==> src/rtl/block_unloader.sv <==
// Drains tile blocks from the control memory: reads one block per address and
// serialises it word by word, LSB word first, onto a valid/ready stream.
module block_unloader #(
  parameter int BLOCK_BITS = 3,
  parameter int ADDR_BITS  = 6,
  parameter int WORD_BITS  = 16
) (
  input  logic                                          clk,
  input  logic                                          rst,
  input  logic                                          start,
  input  logic [ADDR_BITS-1:0]                          base_addr,
  input  logic [ADDR_BITS:0]                            count,
  output logic                                          rd_en,
  output logic [ADDR_BITS-1:0]                          rd_addr,
  input  logic [WORD_BITS*(2**(2*BLOCK_BITS))-1:0]      rd_data,
  output logic                                          out_valid,
  input  logic                                          out_ready,
  output logic [WORD_BITS-1:0]                          out_data,
  output logic                                          out_last,
  output logic                                          busy,
  output logic                                          done,
  output logic [2:0]                                    fsm_state
);

  localparam int NW    = 2**(2*BLOCK_BITS);
  localparam int BW    = WORD_BITS*NW;
  localparam int IDX_W = 2*BLOCK_BITS;

  typedef enum logic [2:0] {
    S_IDLE  = 3'd0,
    S_READ  = 3'd1,
    S_WAIT  = 3'd2,
    S_SHIFT = 3'd3,
    S_DONE  = 3'd4
  } state_t;

  state_t               state, state_nx;
  logic [ADDR_BITS-1:0] addr;
  logic [ADDR_BITS:0]   remaining;
  logic [IDX_W-1:0]     idx;
  logic [BW-1:0]        shreg;
  logic                 hs;
  logic                 last_word;
  logic                 last_block;

  // Stream handshake: a word transfers on any cycle where out_valid and out_ready
  // are both high. out_valid/out_data hold steady until that happens; out_ready
  // has no effect while out_valid is low.
  assign hs         = (state == S_SHIFT) && out_ready;
  assign last_word  = (idx == IDX_W'(NW-1));
  assign last_block = (remaining == (ADDR_BITS+1)'(1));
  assign fsm_state  = state;

  always_ff @(posedge clk) begin
    if (rst) begin
      state     <= S_IDLE;
      addr      <= '0;
      remaining <= '0;
      idx       <= '0;
      shreg     <= '0;
    end else begin
      state <= state_nx;
      case (state)
        S_IDLE: begin
          if (start) begin
            addr      <= base_addr;
            remaining <= count;
          end
        end
        S_WAIT: begin
          shreg <= rd_data;
          idx   <= '0;
        end
        S_SHIFT: begin
          if (hs) begin
            shreg <= shreg >> WORD_BITS;
            idx   <= idx + IDX_W'(1);
            // Address wraps naturally at the top of the memory.
            if (last_word) begin
              remaining <= remaining - (ADDR_BITS+1)'(1);
              addr      <= addr + ADDR_BITS'(1);
            end
          end
        end
        default: ;
      endcase
    end
  end

  always_comb begin
    state_nx  = state;
    rd_en     = 1'b0;
    rd_addr   = '0;
    out_valid = 1'b0;
    out_data  = '0;
    out_last  = 1'b0;
    busy      = (state != S_IDLE);
    done      = 1'b0;
    case (state)
      S_IDLE: begin
        if (start) state_nx = (count == '0) ? S_DONE : S_READ;
      end
      S_READ: begin
        rd_en    = 1'b1;
        rd_addr  = addr;
        state_nx = S_WAIT;
      end
      S_WAIT: begin
        state_nx = S_SHIFT;
      end
      S_SHIFT: begin
        out_valid = 1'b1;
        out_data  = shreg[WORD_BITS-1:0];
        out_last  = last_word && last_block;
        if (hs && last_word) state_nx = last_block ? S_DONE : S_READ;
      end
      S_DONE: begin
        done     = 1'b1;
        state_nx = S_IDLE;
      end
      default: state_nx = S_IDLE;
    endcase
  end

endmodule

==> config.mk <==
export PLATFORM = sky130hd
export DESIGN_NAME = block_unloader
export DESIGN_NICKNAME = d
export VERILOG_FILES = /design/src/rtl/block_unloader.sv
export SDC_FILE = /design/constraint.sdc
export NUM_CORES = 2
export LEC_CHECK = 0
export ABC_AREA = 1
export BUFFER_PORTS_ARGS = -buffer_cell sky130_fd_sc_hd__buf_2
export CELL_PAD_IN_SITES_DETAIL_PLACEMENT = 0
export CELL_PAD_IN_SITES_GLOBAL_PLACEMENT = 1
export CORE_AREA = 2 2 417 419
export CTS_CLUSTER_DIAMETER = 60
export DETAILED_ROUTE_END_ITERATION = 8
export DIE_AREA = 0 0 419 421
export GPL_ROUTABILITY_DRIVEN = 1
export PLACE_DENSITY = 0.53
export SYNTH_ARGS = -nofsm -noshare
export SYNTH_HDL_FRONTEND = slang
export SYNTH_SLANG_ARGS = --single-unit
export TNS_END_PERCENT = 1
==> constraint.sdc <==
create_clock -name clk -period 2.1 [get_ports clk]
set_input_delay 0.105 -clock clk [delete_from_list [all_inputs] [get_ports clk]]
set_output_delay 0.105 -clock clk [all_outputs]
set_load 0.005 [all_outputs]
* Word level (Yosys, flattened, before mapping)
Cells that the tools add are included.
Storage, ports and cells: register bits after elaboration 1046, bits of input ports 1041, output and inout bits 30, logic and storage cells 52
Operators by class: $add $sub $neg 3, equality and inequality tests 10, muxes and demuxes 23, reductions and logical operators 11
Operator list (number):
- case mux 1024 bit (2 select lines) | 1
- 2-to-1 mux 1024 bit | 1
- 2-to-1 mux 6 bit | 5
- case mux 6 bit (2 select lines) | 2
- 2-to-1 mux 7 bit | 3
- 2-to-1 mux 16 bit | 1
- case mux 7 bit (2 select lines) | 1
- adder 6 x 1 -> 6 bit, second input constant | 2
- 2-to-1 mux 3 bit | 4
- case mux 3 bit (4 select lines) | 1
- == test 7 x 1 -> 1 bit, second input constant | 1
- logical NOT 7 bit | 1
- subtractor 7 x 1 -> 7 bit, second input constant | 1
- == test 3 x 2 -> 1 bit, second input constant | 2
- == test 6 bit, second input constant | 1
- != test 2 bit, second input constant | 3
- 2-to-1 mux 1 bit | 4
- AND reduction 2 bit | 2
- AND reduction 4 bit | 1
- nonzero test 2 bit | 2
- == test 3 x 1 -> 1 bit, second input constant | 1
- == test 3 bit, second input constant | 1
- logical AND 1 bit | 3
- logical NOT 3 bit | 1
- other kinds (2) | 2

* Depth between registers and ports, before layout
depth after elaboration 5, gate-level depth with buffers 12, mapped depth without buffers 10

* Least setup slack after synthesis
No wires, ideal clock.
path type reg2out, from register state[1], in the netlist fsm_state[1], to output out_data[10], arrival 1.507 ns, data required time 1.995 ns, slack 0.488 ns, stages on the path, launching flop included 8, path buffers 3, path through dfxtp_1 > inv_1 > nor2_1 > nand2_1 > clkbuf_1 > clkbuf_1 > buf_1 > nor2_1
On the way: longest elaborated chain between the ends 2
RTL lines:
- from (decl) | RTL line 37 | state_t state, state_nx;
- from (signal assigned) | RTL line 62 | state <= state_nx;
- == test 3 x 2 -> 1 bit | RTL line 99 | case (state)
- 2-to-1 mux 16 bit | RTL line 99
- to (decl) | RTL line 18 | output logic [WORD_BITS-1:0] out_data,
Every way passes these cells.

* Worst setup path after layout
from register state[1], in the netlist fsm_state[1], to output out_valid
On the way: longest elaborated chain between the ends 2
RTL lines:
- == test 3 x 2 -> 1 bit | RTL line 99
- 2-to-1 mux 1 bit | RTL line 99
- to (decl) | RTL line 16 | output logic out_valid,
Every way passes these cells.

==> impl_metrics.env <==
export IMPL_status="complete, but fails checks"
export IMPL_violations="setup timing"
export IMPL_slew_headroom_pct=64.16
export IMPL_period_needed_ns=2.126
export IMPL_fin_util_pct=38.00
export IMPL_cts_htree_levels=4
export IMPL_synth_area_mm2=0.04154
export IMPL_die_area_mm2=0.1764
export IMPL_clk_latency_ns=0.79
export IMPL_cts_tree="built"
export IMPL_vias=47380
export IMPL_cts_clk_slew_worst_paths_ns=0.06
export IMPL_num_io_pins=1071
export IMPL_drt_iter0_markers=3489
export IMPL_cts_made_buffers=137
export IMPL_slowest_stage="dfxtp_2"
export IMPL_grt_pass1_wl_um=301800
export IMPL_dp_worst_setup_slack_ns=0.06840
export IMPL_wl_per_cell_um=21.91
export IMPL_cap_violations=0
export IMPL_slew_viol_final=0
export IMPL_p_leak_nw=25.61
export IMPL_tightest_slew_ns=0.5376
export IMPL_cp_max_fo=49
export IMPL_critPathLaunchType="flip-flop"
export IMPL_remaining_drc_errors=0
export IMPL_placed_cell_area_mm2=0.04981
export IMPL_fin_skew_ns=0.02964
export IMPL_wl_um=208100
export IMPL_antenna_found_initial=69
export IMPL_peakVddDrop_v=0.0007634
export IMPL_syn_area_per_cell_um2=8.094
export IMPL_first_global_vias=46850
export IMPL_path_common_cell="buf_12"
export IMPL_rows=153
export IMPL_yosysWarnings=0
export IMPL_ys_ff_latch=1046
export IMPL_grt_max_degree=107
export IMPL_worstPathRequired_ns=2.00
export IMPL_io_buffers=1070
export IMPL_n_fill_cell=17890
export IMPL_worst_slack_ns=-0.02605
export IMPL_crit_path_max_incr_delay_ns=0.34
export IMPL_grtUsageTotal_pct=22.34
export IMPL_cts_path_max_buffers=3
export IMPL_seq_area_frac_synth_pct=50.41
export IMPL_hpwl_um=145300
export IMPL_grt_overflow=0
export IMPL_layout_drive_gt1_share_pct=21.43
export IMPL_viasPerCell=4.988
export IMPL_die_x_um=419
export IMPL_die_h_um=421
export IMPL_numClockSinks=1046
export IMPL_critPathCaptureType="output pin"
export IMPL_area_sequential_mm2=0.02094
export IMPL_holdWs_ns=0.09098
export IMPL_stdcell_area_mm2=0.06554
export IMPL_cellPowerDensity_mw_per_mm2=1354
export IMPL_core_area_mm2=0.1725
export IMPL_syn_inst=5132
export IMPL_holdCritPathClass="in2reg"
export IMPL_hold_violations=0
export IMPL_fmax_mhz=470.4
export IMPL_rsz0062_at_grt="yes"
export IMPL_drt_antenna_violating_nets=0
export IMPL_areaGrowthSynthToFinish_pct=57.79
export IMPL_setup_viol_count_final=3
export IMPL_root_buffer="clkbuf_16"
export IMPL_syn_num_nets=6177
export IMPL_period_share_pct=101.2
export IMPL_fin_nets=8053
export IMPL_setup_worst_path_class="reg2out"
export IMPL_multiInputGateArea_mm2=0.01818
export IMPL_start_util_pct=24.08
export IMPL_place_congestion=0.9017
export IMPL_synthDistinctLibCells=26
export IMPL_dr_pass1_iters=6
export IMPL_cp_cell_sequence="buf_4 > nand2_4 > nor2_4 > buf_12 > buf_12 > buf_16 > buf_6"
export IMPL_cp_arrival_ns=2.02
[layout by cell type (no fill, tap or decap), types with 14 or more instances in the layout]
cell type	Yosys	routed
a21oi_1	842	842
a31oi_1	192	192
buf_12	0	79
buf_2	204	1058
buf_4	8	101
buf_6	0	14
clkbuf_1	346	24
clkbuf_16	0	145
clkbuf_8	0	28
clkinv_2	0	16
dfxtp_1	1046	1043
diode_2	0	64
dlygate4sd3_1	0	1041
inv_1	46	43
nand2_1	487	484
nand3_1	16	14
nor2_1	67	49
nor2_4	2	14
o21ai_0	916	915
o21ai_1	103	104
o22ai_1	819	818
[worst paths after layout]
kind                                           startpoint  depth (start not counted)                        end  slack, ns
worst max-delay path            fsm_state[1]$_SDFFE_PP0P_                          7                  out_valid      -0.03
worst min-delay path                                start                          7       addr[5]$_SDFFE_PP0P_       0.09
worst min register to register    shreg[298]$_SDFFE_PP0P_                          2    shreg[282]$_SDFFE_PP0P_       0.46
worst max register to register  fsm_state[1]$_SDFFE_PP0P_                          9  fsm_state[0]$_SDFFE_PP0P_       0.08
[Yosys cell counts]
cell type | instances | area, um2
nand3_1 | 16 | 80.08
inv_1 | 46 | 172.7
nand4_1 | 5 | 31.28
o31ai_1 | 1 | 7.510
o22ai_1 | 819 | 5124
a31oi_1 | 192 | 1201
nor2_4 | 2 | 22.52
o21bai_1 | 2 | 15.01
nand2_2 | 1 | 6.260
clkinv_1 | 1 | 3.750
xnor2_1 | 2 | 17.52
nor2_1 | 67 | 251.5
buf_4 | 8 | 60.06
inv_2 | 4 | 15.01
dfxtp_1 | 1046 | 20940
o21ai_1 | 103 | 515.5
nand2_1 | 487 | 1828
clkbuf_1 | 346 | 1299
ha_1 | 4 | 50.05
a21oi_1 | 842 | 4214
buf_1 | 13 | 48.80
nor3_1 | 3 | 15.01
a21boi_0 | 1 | 7.510
o21ai_0 | 916 | 4584
xor2_1 | 1 | 8.760
buf_2 | 204 | 1021
[metal layers]
metal	routed length [um]	track usage [%]	vias to the layer above
met3	10590	4.189	402
li1	-	-	22890
met1	89190	28.05	22590
met5	122	0	-
met4	7497	8.466	20
met2	100700	37.67	1478
[stage by stage]
stage	cells	setup TNS [ns]	total power (W)
2_1_floorplan	5132	0	0.05151
3_3_place_gp	8130	0	0.06212
3_5_place_dp	8130	0	0.06231
4_1_cts	9423	-1.299	0.08883
5_1_grt	9486	-1.185	0.09446
6_report	9497	-0.06720	0.08875
[where the power goes]
| group | total (W) | internal (W) | leakage (nW) | switching (W) |
|---|---|---|---|---|
| clock | 0.0239 | 0.0144 | 2.24 | 0.00954 |
| combinational | 0.0307 | 0.0125 | 14.8 | 0.0182 |
| sequential | 0.0341 | 0.0286 | 8.57 | 0.00548 |
[what timing repair did]
action                      CTS  global route
hold buffers               1041             0
buffers inserted             13             7
hold endpoints to repair   1042             0
setup endpoints to repair    24           567
pin swaps                     6             8
gates resized for setup      50            38
gates cloned                  2             3
[state kept, by name, indices dropped and copies added, names as in the netlist]
| signal | cells |
|---|---|
| shreg | 1024 |
| remaining | 7 |
| idx | 6 |
| addr | 6 |
| fsm_state | 3 |
[layout make-up]
class | count | area share [%]
timing repair buffer | 2307 | 28.36
sequential | 1046 | 31.95
multi-input combinational | 3465 | 27.74
clock buffer | 195 | 6.185
inverter | 51 | 0.3073
tap | 2325 | 4.438
antenna | 64 | 0.2443
clock inverter | 44 | 0.7674
[worst max-delay path: cells and delay by family (launching register included)]
kind | cells | cell delay [ns]
simple gates | 2 | 0.18
buf+inv | 5 | 0.70
flops | 1 | 0.34
[logic make-up after synthesis]
kind of cell             count (synthesis)  synth area share, %
AND/OR/NAND/NOR                        581                5.380
adder cells (fa/ha/maj)                  4               0.1205
AO/OA/AOI/OAI                         2876                37.72
buffers and inverters                  622                6.307
XOR/XNOR                                 3              0.06326
flip-flops                            1046                50.41
Power figures use the tool's default switching activity.
